### src/rtl/alu_op_sched.sv
// Two-requester front end for a floating-point ALU with fixed multiply/add latency.
// Round-robin grants one operation at a time, times the ALU latency and returns a response.
module alu_op_sched #(
  parameter int unsigned MUL_LAT = 4,
  parameter int unsigned ADD_LAT = 3
) (
  input  logic        clk,
  input  logic        rst,
  input  logic        req0_valid,
  input  logic        req1_valid,
  output logic        req0_ready,
  output logic        req1_ready,
  input  logic [3:0]  req0_op,
  input  logic [3:0]  req1_op,
  input  logic [31:0] req0_in1,
  input  logic [31:0] req0_in2,
  input  logic [31:0] req1_in1,
  input  logic [31:0] req1_in2,
  output logic [3:0]  alu_control,
  output logic [31:0] alu_in1,
  output logic [31:0] alu_in2,
  output logic        mul_en,
  output logic        add_en,
  input  logic [31:0] alu_result,
  output logic        rsp_valid,
  input  logic        rsp_ready,
  output logic        rsp_id,
  output logic [31:0] rsp_data,
  output logic        rsp_zero,
  output logic        rsp_err
);

  localparam logic [3:0] OP_MUL  = 4'b0010;
  localparam logic [3:0] OP_ADD  = 4'b0100;
  localparam logic [3:0] MUL_CNT = 4'(MUL_LAT - 1);
  localparam logic [3:0] ADD_CNT = 4'(ADD_LAT - 1);

  typedef enum logic [1:0] {ST_IDLE, ST_ISSUE, ST_WAIT, ST_RESP} state_t;

  state_t      state;
  logic        rr_ptr;    // requester that wins the next contention
  logic        id_q;
  logic [3:0]  cnt;

  logic        any_valid;
  logic        grant_id;
  logic        hs;
  logic        sel_legal;
  logic [3:0]  sel_op;
  logic [31:0] sel_in1;
  logic [31:0] sel_in2;

  assign any_valid  = req0_valid | req1_valid;
  assign grant_id   = (req0_valid & req1_valid) ? rr_ptr : ~req0_valid;
  assign req0_ready = (state == ST_IDLE) & any_valid & ~grant_id;
  assign req1_ready = (state == ST_IDLE) & any_valid &  grant_id;
  assign hs         = (state == ST_IDLE) & any_valid;

  assign sel_op    = grant_id ? req1_op  : req0_op;
  assign sel_in1   = grant_id ? req1_in1 : req0_in1;
  assign sel_in2   = grant_id ? req1_in2 : req0_in2;
  assign sel_legal = (sel_op == OP_MUL) | (sel_op == OP_ADD);

  // NOTE: every register here is assigned with <= so all updates land together at the
  // edge; mixing in blocking assignments would make results depend on statement order.
  always_ff @(posedge clk or negedge rst) begin
    if (!rst) begin
      state       <= ST_IDLE;
      rr_ptr      <= 1'b0;
      id_q        <= 1'b0;
      cnt         <= '0;
      alu_control <= '0;
      alu_in1     <= '0;
      alu_in2     <= '0;
      mul_en      <= 1'b0;
      add_en      <= 1'b0;
      rsp_valid   <= 1'b0;
      rsp_id      <= 1'b0;
      rsp_data    <= '0;
      rsp_zero    <= 1'b0;
      rsp_err     <= 1'b0;
    end else begin
      mul_en <= 1'b0;
      add_en <= 1'b0;
      case (state)
        ST_IDLE: begin
          if (hs) begin
            id_q <= grant_id;
            if (sel_legal) begin
              alu_control <= sel_op;
              alu_in1     <= sel_in1;
              alu_in2     <= sel_in2;
              mul_en      <= (sel_op == OP_MUL);
              add_en      <= (sel_op == OP_ADD);
              state       <= ST_ISSUE;
            end else begin
              // Illegal op never reaches the ALU; answer with an error straight away.
              rsp_valid <= 1'b1;
              rsp_id    <= grant_id;
              rsp_data  <= '0;
              rsp_zero  <= 1'b1;
              rsp_err   <= 1'b1;
              state     <= ST_RESP;
            end
          end
        end
        ST_ISSUE: begin
          cnt   <= (alu_control == OP_MUL) ? MUL_CNT : ADD_CNT;
          state <= ST_WAIT;
        end
        ST_WAIT: begin
          if (cnt == 4'd0) begin
            rsp_valid   <= 1'b1;
            rsp_id      <= id_q;
            rsp_data    <= alu_result;
            rsp_zero    <= (alu_result == 32'd0);
            rsp_err     <= 1'b0;
            alu_control <= '0;
            alu_in1     <= '0;
            alu_in2     <= '0;
            state       <= ST_RESP;
          end else begin
            cnt <= cnt - 4'd1;
          end
        end
        ST_RESP: begin
          if (rsp_ready) begin
            rsp_valid <= 1'b0;
            rsp_id    <= 1'b0;
            rsp_data  <= '0;
            rsp_zero  <= 1'b0;
            rsp_err   <= 1'b0;
            rr_ptr    <= ~id_q;
            state     <= ST_IDLE;
          end
        end
        default: state <= ST_IDLE;
      endcase
    end
  end

endmodule

### config.mk
export PLATFORM = sky130hd
export DESIGN_NAME = alu_op_sched
export DESIGN_NICKNAME = d
export VERILOG_FILES = /design/src/rtl/alu_op_sched.sv
export SDC_FILE = /design/constraint.sdc
export NUM_CORES = 1
export LEC_CHECK = 0
export ABC_AREA = 0
export BUFFER_PORTS_ARGS = -buffer_cell sky130_fd_sc_hd__buf_2
export CORE_MARGIN = 3
export CORE_UTILIZATION = 50
export CTS_CLUSTER_SIZE = 10
export DETAILED_ROUTE_END_ITERATION = 7
export PLACE_DENSITY = 0.95
export SETUP_SLACK_MARGIN = 0.2
export SLEW_MARGIN = 0
export SYNTH_ARGS = -nofsm -noshare
export SYNTH_HDL_FRONTEND = slang
export SYNTH_SLANG_ARGS = --single-unit
### constraint.sdc
create_clock -name clk -period 6.8 [get_ports clk]
set_clock_uncertainty 0.15 [all_clocks]
set_input_delay 1.36 -clock clk [delete_from_list [all_inputs] [get_ports clk]]
set_output_delay 1.36 -clock clk [all_outputs]
set_load 0.05 [all_outputs]
# ---- Word level (Yosys, flattened, before mapping)
# Index checks and enable logic that the tools add are counted.
dict set report totals {
  ramBits 0
  mem_bits_ro 0
  output_inout_bits 108
  regBits 114
  wordCells 95
  latchBits 0
  mem_count 0
}
dict set report op_classes {
  mul 0
  n_lt_le_gt_ge 0
  n_reduce_logical 12
  n_addsub 1
  bitwise 9
  n_eq_ne 12
  muxes 47
  div 0
  n_shift 0
}
# op count
set op_table {}
lappend op_table {{2-to-1 mux 32 bit} 11}
lappend op_table {{case mux 32 bit (2 select lines)} 2}
lappend op_table {{case mux 32 bit (3 select lines)} 1}
lappend op_table {{logical NOT 32 bit} 1}
lappend op_table {{2-to-1 mux 4 bit} 5}
lappend op_table {{2-to-1 mux 1 bit} 17}
lappend op_table {{case mux 4 bit (2 select lines)} 2}
lappend op_table {{inequality test 2 bit, second input constant} 6}
lappend op_table {{case mux 1 bit (3 select lines)} 4}
lappend op_table {{== test 4 x 2 -> 1 bit, second input constant} 2}
lappend op_table {{2-to-1 mux 2 bit} 4}
lappend op_table {{case mux 2 bit (4 select lines)} 1}
lappend op_table {{AND reduction 2 bit} 3}
lappend op_table {{AND reduction 5 bit} 1}
lappend op_table {{bitwise AND 1 bit} 4}
lappend op_table {{== test 2 bit, second input constant} 2}
lappend op_table {{== test 4 x 3 -> 1 bit, second input constant} 1}
lappend op_table {{logical NOT 4 bit} 1}
lappend op_table {{AND reduction 4 bit} 1}
lappend op_table {{nonzero test 2 bit} 2}
lappend op_table {{subtractor 4 x 1 -> 4 bit, second input constant} 1}
lappend op_table {{NOT 1 bit} 3}
lappend op_table {{AND reduction 3 bit} 1}
lappend op_table {{nonzero test 3 bit} 1}
lappend op_table {{3 further kinds} 4}

# ---- Longest topological paths before layout
# Gate-level depths: netlist of the first run.
dict set report logic_depth {
  word_depth 8
  ltp_mapped 10
}

# ---- Worst setup path after synthesis of the first run
# OpenSTA, ideal clock, no wires.
dict set report synth_path {
  kind {input to output}
  from {input req0_valid}
  to {output req0_ready}
  arrival_time_ns 2.568
  slack_ns 2.722
  path_stages 4
  path_buffers 2
  required_time_ns 5.290
  path_cell_list {a21bo_2 > buf_2 > buf_1 > nor2_1}
}
dict set report synth_between {
  elab_chain_len 4
  elab_cells_between_ends 7
  cone_classes {1 x mux; 6 x bitwise}
}
# item line
set synth_rtl {}
lappend synth_rtl {{from (decl)} 9} ;# input logic req0_valid,
lappend synth_rtl {{bitwise AND 1 bit or NOT 1 bit (tied branches)} 54} ;# assign grant_id = (req0_valid & req1_valid) ? rr_ptr : ~req0_valid;
lappend synth_rtl {{2-to-1 mux 1 bit} 54}
lappend synth_rtl {{NOT 1 bit} 55} ;# assign req0_ready = (state == ST_IDLE) & any_valid & ~grant_id;
lappend synth_rtl {{bitwise AND 1 bit (*)} 55}
lappend synth_rtl {{to (decl)} 11} ;# output logic req0_ready,
# Every way passes the cells marked *; elsewhere a longest branch is shown, timed or not.

# ---- Worst setup path after layout of the first run
dict set report layout_path {
  from {input req1_valid}
  to {output req1_ready}
}
dict set report layout_between {
  elab_chain_len 3
  elab_cells_between_ends 5
  cone_classes {1 x mux; 4 x bitwise}
}
# item line
set layout_rtl {}
lappend layout_rtl {{from (decl)} 10} ;# input logic req1_valid,
lappend layout_rtl {{OR 1 bit or bitwise AND 1 bit (tied branches)} {53, 54}}
lappend layout_rtl {{bitwise AND 1 bit or 2-to-1 mux 1 bit (tied branches)} {56, 54}}
lappend layout_rtl {{bitwise AND 1 bit (*)} 56} ;# assign req1_ready = (state == ST_IDLE) & any_valid & grant_id;
lappend layout_rtl {{to (decl)} 12} ;# output logic req1_ready,
# Marked as above.

==> metrics.cfg, run 1 <==
[power]
seq_power_share_pct=28.1
switching_share_pct=45.7
p_per_area_nw_per_um2=426
p_int_mw=1.79
clock_power_share_pct=25.6
combPwrFrac_pct=46.2
leakage_nw=4.22
max-vdd-ir-drop_mv=0.366
p_sw_mw=1.51

[setup_path]
critPathLaunchType=input port
arrival_ns=2.59
crit_fanout=72
worstSetupPathType=input port to output pin
end_kind=output pin
regToRegStartpoint=cnt[0]
crit_start=req1_valid
worstPathRequired_ns=5.29
r2r_slack_ns=3.57

[synthesis]
yosys_warnings=0
synth.cell_area_um2=5750
synth.net_count=798
synthArstFlopShare_pct=100
ys_ff_latch=114
netlist_instances=619
yosysUniqueCellTypes=39
syn_area_per_cell_um2=9.29
yosysSeqAreaShare_pct=49.6
synthFlopType=dfrtp_1
synth_edf_count=0

[clocking]
path_clk_slew_ns=0.06
cts.sinks=114
htreeDepth=4
post_cts_buffers=0
cts_resized=0
ctsHoldBuffers=0
cts_inserted_buffers=17
clock-root-buffer=clkbuf_16
cts_tree=built
clock_latency_ns=0.39
ctsLongestPathBuffers=2

[cells_and_area]
drive_gt1_share_pct=37.6
area_delta_synth_final_pct=35.0
final_area_um2=7760
design.final.nets=1055
layout_common_cells=buf_2, nand2_1, dfrtp_1
mostFrequentLayoutCell=buf_2

[grt]
antenna_found_initial=1
grt_use_total_pct=27.2
use_met3_pct=6.74
grt_max_degree=74
grt.busiest_layer=met2
gr-usage-met1_pct=34.6
grt_use_met2_pct=44.9
grt_pass1_wl_um=28100
grt_pass1_vias=5616
grt_overflow_total=0

[die]
dieHeight_um=113
fp.dieW_um=113
ios=281
die_area_um2=12800
rows=38
core_um2=11000
start_util_pct=52.1

[route]
drc=0
ant_nets=0
wl_per_cell_um=17.3
wl_um=17900
drtPass1Iterations=8
drtIter0Drc=494
vias=5882
viasPerCell=5.71

[sta]
slew_headroom_pct=27.3
period_share_pct=60.4
maxSlewViolCount=0
worst_slew_pin_slew_ns=1.08
tns_ns=0
fmax_ghz=0.244
fin_crit_ns=4.10
hold_viol=0
setup_viol_count_final=0
rsz0062_at_grt=no
setup_slack_ns=2.70

[place]
globalplace.congestion=0.938
placed_cell_area_um2=7190
port_buffers=280
hpwl_um=12700
place_ws_ns=2.60

[run_status]
status=complete, no violations

[min_path]
min_from=alu_control[1]
hold_class=flop to flop

[job]
maxCapViolCount=0

## area by class of cell
class | count | area [um2]
diodes | 2 | 5.00
clock buffers | 18 | 439
clock inverters | 14 | 133
fillers | 841 | 3270
inverters | 39 | 146
multi-input cells | 415 | 2540
flip-flops and latches | 114 | 2850
well taps | 140 | 175
repair buffers | 289 | 1470
## critical path, cell delays in order
cell and delay (ns):
buf_2 0.13, a21boi_4 0.13, buf_4 0.59, nor2_1 0.13
buf_2 0.25
## power groups by stage
stage	Clock [mW]	Combinational (mW)	Sequential, mW
global route	0.888	1.63	0.945
global placement	0	1.49	0.931
detailed placement	0	1.53	0.932
floorplan	0	0.750	1.36
finish	0.846	1.53	0.930
CTS	0.859	1.52	0.927
## path summary, 6_finish.rpt
kind	end	depth (start not counted)
setup / recovery	req1_ready	5
setup reg to reg	rsp_data[24]	7
hold reg to reg	alu_control[1]	1
hold / removal	alu_control[1]	1
max in group asynchronous	alu_in1[24]	2
min in group asynchronous	rsp_data[2]	1
## registers in the layout, summed over array words and instances (netlist names)
signal       flops
alu_in1         32
alu_in2         32
rsp_data        32
alu_control      4
cnt              4
state            2
add_en           1
id_q             1
mul_en           1
rr_ptr           1
rsp_err          1
rsp_id           1
rsp_valid        1
rsp_zero         1
## cell families (layout without fill, tap and decap cells)
kind of cell             count (synthesis)  in the layout  share of synthesized area, %
adder cells (fa/ha/maj)                  6              6                          1.31
AND/OR/NAND/NOR                        217            217                          15.8
XOR/XNOR                                 5              5                         0.762
multiplexers                            36             36                          6.36
AO/OA/AOI/OAI                          151            151                          19.5
flip-flops                             114            114                          49.6
buffers and inverters                   90            360                          6.62
other                                    0              2                             0
## cell usage after synthesis, types with 6 or more instances
| master | n | area (um2) |
|---|---|---|
| nand2_1 | 169 | 634 |
| dfrtp_1 | 114 | 2850 |
| a22o_1 | 65 | 569 |
| o22ai_1 | 64 | 400 |
| inv_1 | 39 | 146 |
| clkbuf_1 | 37 | 139 |
| mux2i_1 | 32 | 320 |
| nor2_1 | 13 | 48.8 |
| buf_2 | 7 | 35.0 |
| nand4_1 | 7 | 43.8 |
| a21oi_1 | 6 | 30.0 |
| ha_1 | 6 | 75.1 |
| nand3_1 | 6 | 30.0 |
| nor4_1 | 6 | 37.5 |
## metal layers
| metal | wire, um | vias up |
|---|---|---|
| met5 | 0 | - |
| met4 | 495 | 0 |
| met3 | 1570 | 39 |
| met2 | 8890 | 354 |
| met1 | 6910 | 2805 |
| li1 | - | 2684 |
## stage by stage
stage | cells | util (%) | hold slack [ns] | total power, mW
floorplan | 619 | - | 0.309 | 2.12
detailed placement | 997 | 65.1 | 0.328 | 2.46
global placement | 997 | 65.1 | 0.324 | 2.42
finish | 1031 | 70.4 | 0.341 | 3.30
CTS | 1029 | 70.3 | 0.341 | 3.31
global route | 1030 | 70.3 | 0.366 | 3.47
No activity file was read; power rests on OpenSTA's default activity.
==> run 2: changes to the inputs <==
--- a/config.mk
+++ b/config.mk
@@ -5,13 +5,13 @@
 export SDC_FILE = /design/constraint.sdc
 export NUM_CORES = 1
 export LEC_CHECK = 0
-export ABC_AREA = 0
+export ABC_AREA = 1
 export BUFFER_PORTS_ARGS = -buffer_cell sky130_fd_sc_hd__buf_2
 export CORE_MARGIN = 3
-export CORE_UTILIZATION = 50
+export CORE_UTILIZATION = 43
 export CTS_CLUSTER_SIZE = 10
 export DETAILED_ROUTE_END_ITERATION = 7
-export PLACE_DENSITY = 0.95
+export PLACE_DENSITY = 0.88
 export SETUP_SLACK_MARGIN = 0.2
 export SLEW_MARGIN = 0
 export SYNTH_ARGS = -nofsm -noshare
==> constraint.sdc (replaced) <==
create_clock -name clk -period 3.65 [get_ports clk]
set_clock_uncertainty 0.15 [all_clocks]
set_input_delay 0.73 -clock clk [delete_from_list [all_inputs] [get_ports clk]]
set_output_delay 0.73 -clock clk [all_outputs]
set_load 0.05 [all_outputs]
==> metrics.cfg, run 2 <==
[run_status]
status=complete, no violations  ; unchanged

[power]
p_sw_mw=4.76  ; was 1.51 mW
p_int_mw=4.23  ; was 1.79 mW
seq_power_share_pct=23.8  ; was 28.1%
p_per_area_nw_per_um2=1100  ; was 426 nW/um2
combPwrFrac_pct=56.3  ; was 46.2%
switching_share_pct=52.9  ; was 45.7%
clock_power_share_pct=20.0  ; was 25.6%
finalPower_mw=8.99  ; was 3.30 mW
max-vdd-ir-drop_mv=0.726  ; was 0.366 mV
leakage_nw=4.95  ; was 4.22 nW

[setup_path]
critPathLaunchType=flop  ; was input port
crit_fanout=6  ; was 72
end_kind=output pin  ; unchanged
worstPathRequired_ns=2.77  ; was 5.29 ns
arrival_ns=1.98  ; was 2.59 ns
worstSetupPathType=flop to output pin  ; was input port to output pin

[sta]
period_share_pct=78.3
fin_hold_ws_ns=0.258  ; was 0.341 ns
tns_ns=0  ; unchanged
slew_headroom_pct=44.3  ; was 27.3%
maxSlewViolCount=0  ; unchanged
setup_slack_ns=0.791  ; was 2.70 ns
fmax_ghz=0.350
hold_viol=0  ; unchanged
worst_slew_pin_slew_ns=0.836  ; was 1.08 ns
setup_viol_count_final=0  ; unchanged
fin_crit_ns=2.86
rsz0062_at_grt=no  ; unchanged

[job]
maxCapViolCount=0  ; unchanged

[synthesis]
synth_edf_count=0  ; unchanged
synth.cell_area_um2=6130  ; was 5750 um2
synthArstFlopShare_pct=100  ; unchanged
yosysUniqueCellTypes=27  ; was 39
netlist_instances=861  ; was 619
yosysTopAreaCell=dfrtp_1  ; unchanged
yosys_warnings=0  ; unchanged
synthFlopType=dfrtp_1  ; unchanged
syn_area_per_cell_um2=7.11  ; was 9.29 um2
yosysSeqAreaShare_pct=46.6  ; was 49.6%
synthTopCellsByArea=dfrtp_1, nand2_1, nand3_1  ; was dfrtp_1, nand2_1, a22o_1
yosysMostFrequentCell=nand2_1  ; unchanged
ys_ff_latch=114  ; unchanged
synth_common_cells=nand2_1, dfrtp_1, nand3_1, a21oi_1, inv_1  ; was nand2_1, dfrtp_1, a22o_1, o22ai_1, inv_1
synth_top_area_share_pct=46.6  ; was 49.6%
synth.net_count=1040  ; was 798

[route]
viasPerCell=5.11  ; was 5.71
wl_um=18900  ; was 17900 um
drtPass1Iterations=7  ; was 8
wl_per_cell_um=14.5  ; was 17.3 um
ant_nets=0  ; unchanged
drtIter0Drc=366  ; was 494
vias=6658  ; was 5882
drc=0  ; unchanged

[grt]
grt_pass1_vias=6329  ; was 5616
antenna_found_initial=2  ; was 1
grt_use_total_pct=24.0  ; was 27.2%
grt_max_degree=68  ; was 74
grt_pass1_wl_um=30800  ; was 28100 um
grt_overflow_total=0  ; unchanged

[place]
globalplace.congestion=0.887  ; was 0.938
hpwl_um=13500  ; was 12700 um
dp.cells=1271  ; was 997
port_buffers=280  ; unchanged
placed_cell_area_um2=7540  ; was 7190 um2
place_ws_ns=0.948  ; was 2.60 ns

[clocking]
ctsHoldBuffers=0  ; unchanged
cts.sinks=114  ; unchanged
cts_tree=built  ; unchanged
htreeDepth=4  ; unchanged
post_cts_buffers=0  ; unchanged
cts_resized=0  ; unchanged
clock_latency_ns=0.40  ; was 0.39 ns
path_clk_slew_ns=0.05  ; was 0.06 ns
clock-root-buffer=clkbuf_16  ; unchanged
ctsLongestPathBuffers=2  ; unchanged
cts_inserted_buffers=17  ; unchanged

[die]
fp.dieW_um=125  ; was 113 um
dieHeight_um=125  ; was 113 um
core_um2=13600  ; was 11000 um2
ios=281  ; unchanged
start_util_pct=45.2  ; was 52.1%
die_area_um2=15700  ; was 12800 um2
rows=42  ; was 38

[cells_and_area]
final_area_um2=8190  ; was 7760 um2
diodes=0  ; was 2
drive_gt1_share_pct=29.8  ; was 37.6%
area_delta_synth_final_pct=33.6  ; was 35.0%
layout_common_cells=nand2_1, buf_2, dfrtp_1  ; was buf_2, nand2_1, dfrtp_1
mostFrequentLayoutCell=nand2_1  ; was buf_2
fin_util_pct=60.4  ; was 70.4%
finalNonFillerCells=1302  ; was 1031
design.final.nets=1293  ; was 1055
largestRegisters=alu_in1: 32 flops, alu_in2: 32 flops, rsp_data: 32 flops  ; unchanged

[min_path]
hold_class=input port to asynchronous set/reset pin  ; was flop to flop

run 2: critical path, cell delays in order, from the launching register on:
cell,delay [ns]
dfrtp_1,0.40
inv_1,0.14
ha_1,0.32
o21ai_0,0.26
nor2_1,0.17
buf_2,0.28
run 2: path summary, 6_finish.rpt:
| path | slack, ns | cells after the start | end | from |
|---|---|---|---|---|
| min reg2reg | 0.31 | 2 | alu_in2[1] | alu_in2[1] |
| max reg2reg | 1.12 | 9 | rsp_data[6] | state[0] |
| min in group clk | 0.31 | 2 | alu_in2[1] | alu_in2[1] |
| max in group asynchronous | 2.34 | 2 | alu_in2[16] | rst |
| max | 0.79 | 5 | req1_ready | state[0] |
| min | 0.26 | 1 | alu_in1[25] | rst |
run 2: cell families after synthesis:
family	share of synthesized area, %
AO/OA/AOI/OAI	6.66
buffers and inverters	8.37
flip-flops	46.6
AND/OR/NAND/NOR	37.2
adder cells (fa/ha/maj)	1.23
run 2: area by class of cell:
class	count	area (um2)
Sequential cell	114	2850
Inverter	50	188
Clock buffer	22	494
Tap cell	176	220
Multi-Input combinational cell	640	2780
Timing Repair Buffer	291	1500
Fill cell	1244	5370
Clock inverter	9	151
run 2: metal layers:
metal / GRT usage, % / part of all wire (%) / up-vias / wire, um
met1: 30.2 / 40 / 3055 / 7570
met3: 6.65 / 8.9 / 65 / 1670
met5: 0 / 0.14 / - / 27
met2: 38.6 / 48 / 327 / 8970
met4: 10.9 / 3.4 / 4 / 643
li1: - / - / 3207 / -
run 2: power by group through the flow:
stage	Sequential (mW)	Combinational [mW]	Clock, mW
6_report	2.14	5.06	1.79
5_1_grt	2.20	5.51	1.88
4_1_cts	2.13	5.09	1.82
3_5_place_dp	2.13	5.10	0
3_3_place_gp	2.14	4.99	0
2_1_floorplan	3.82	2.26	0
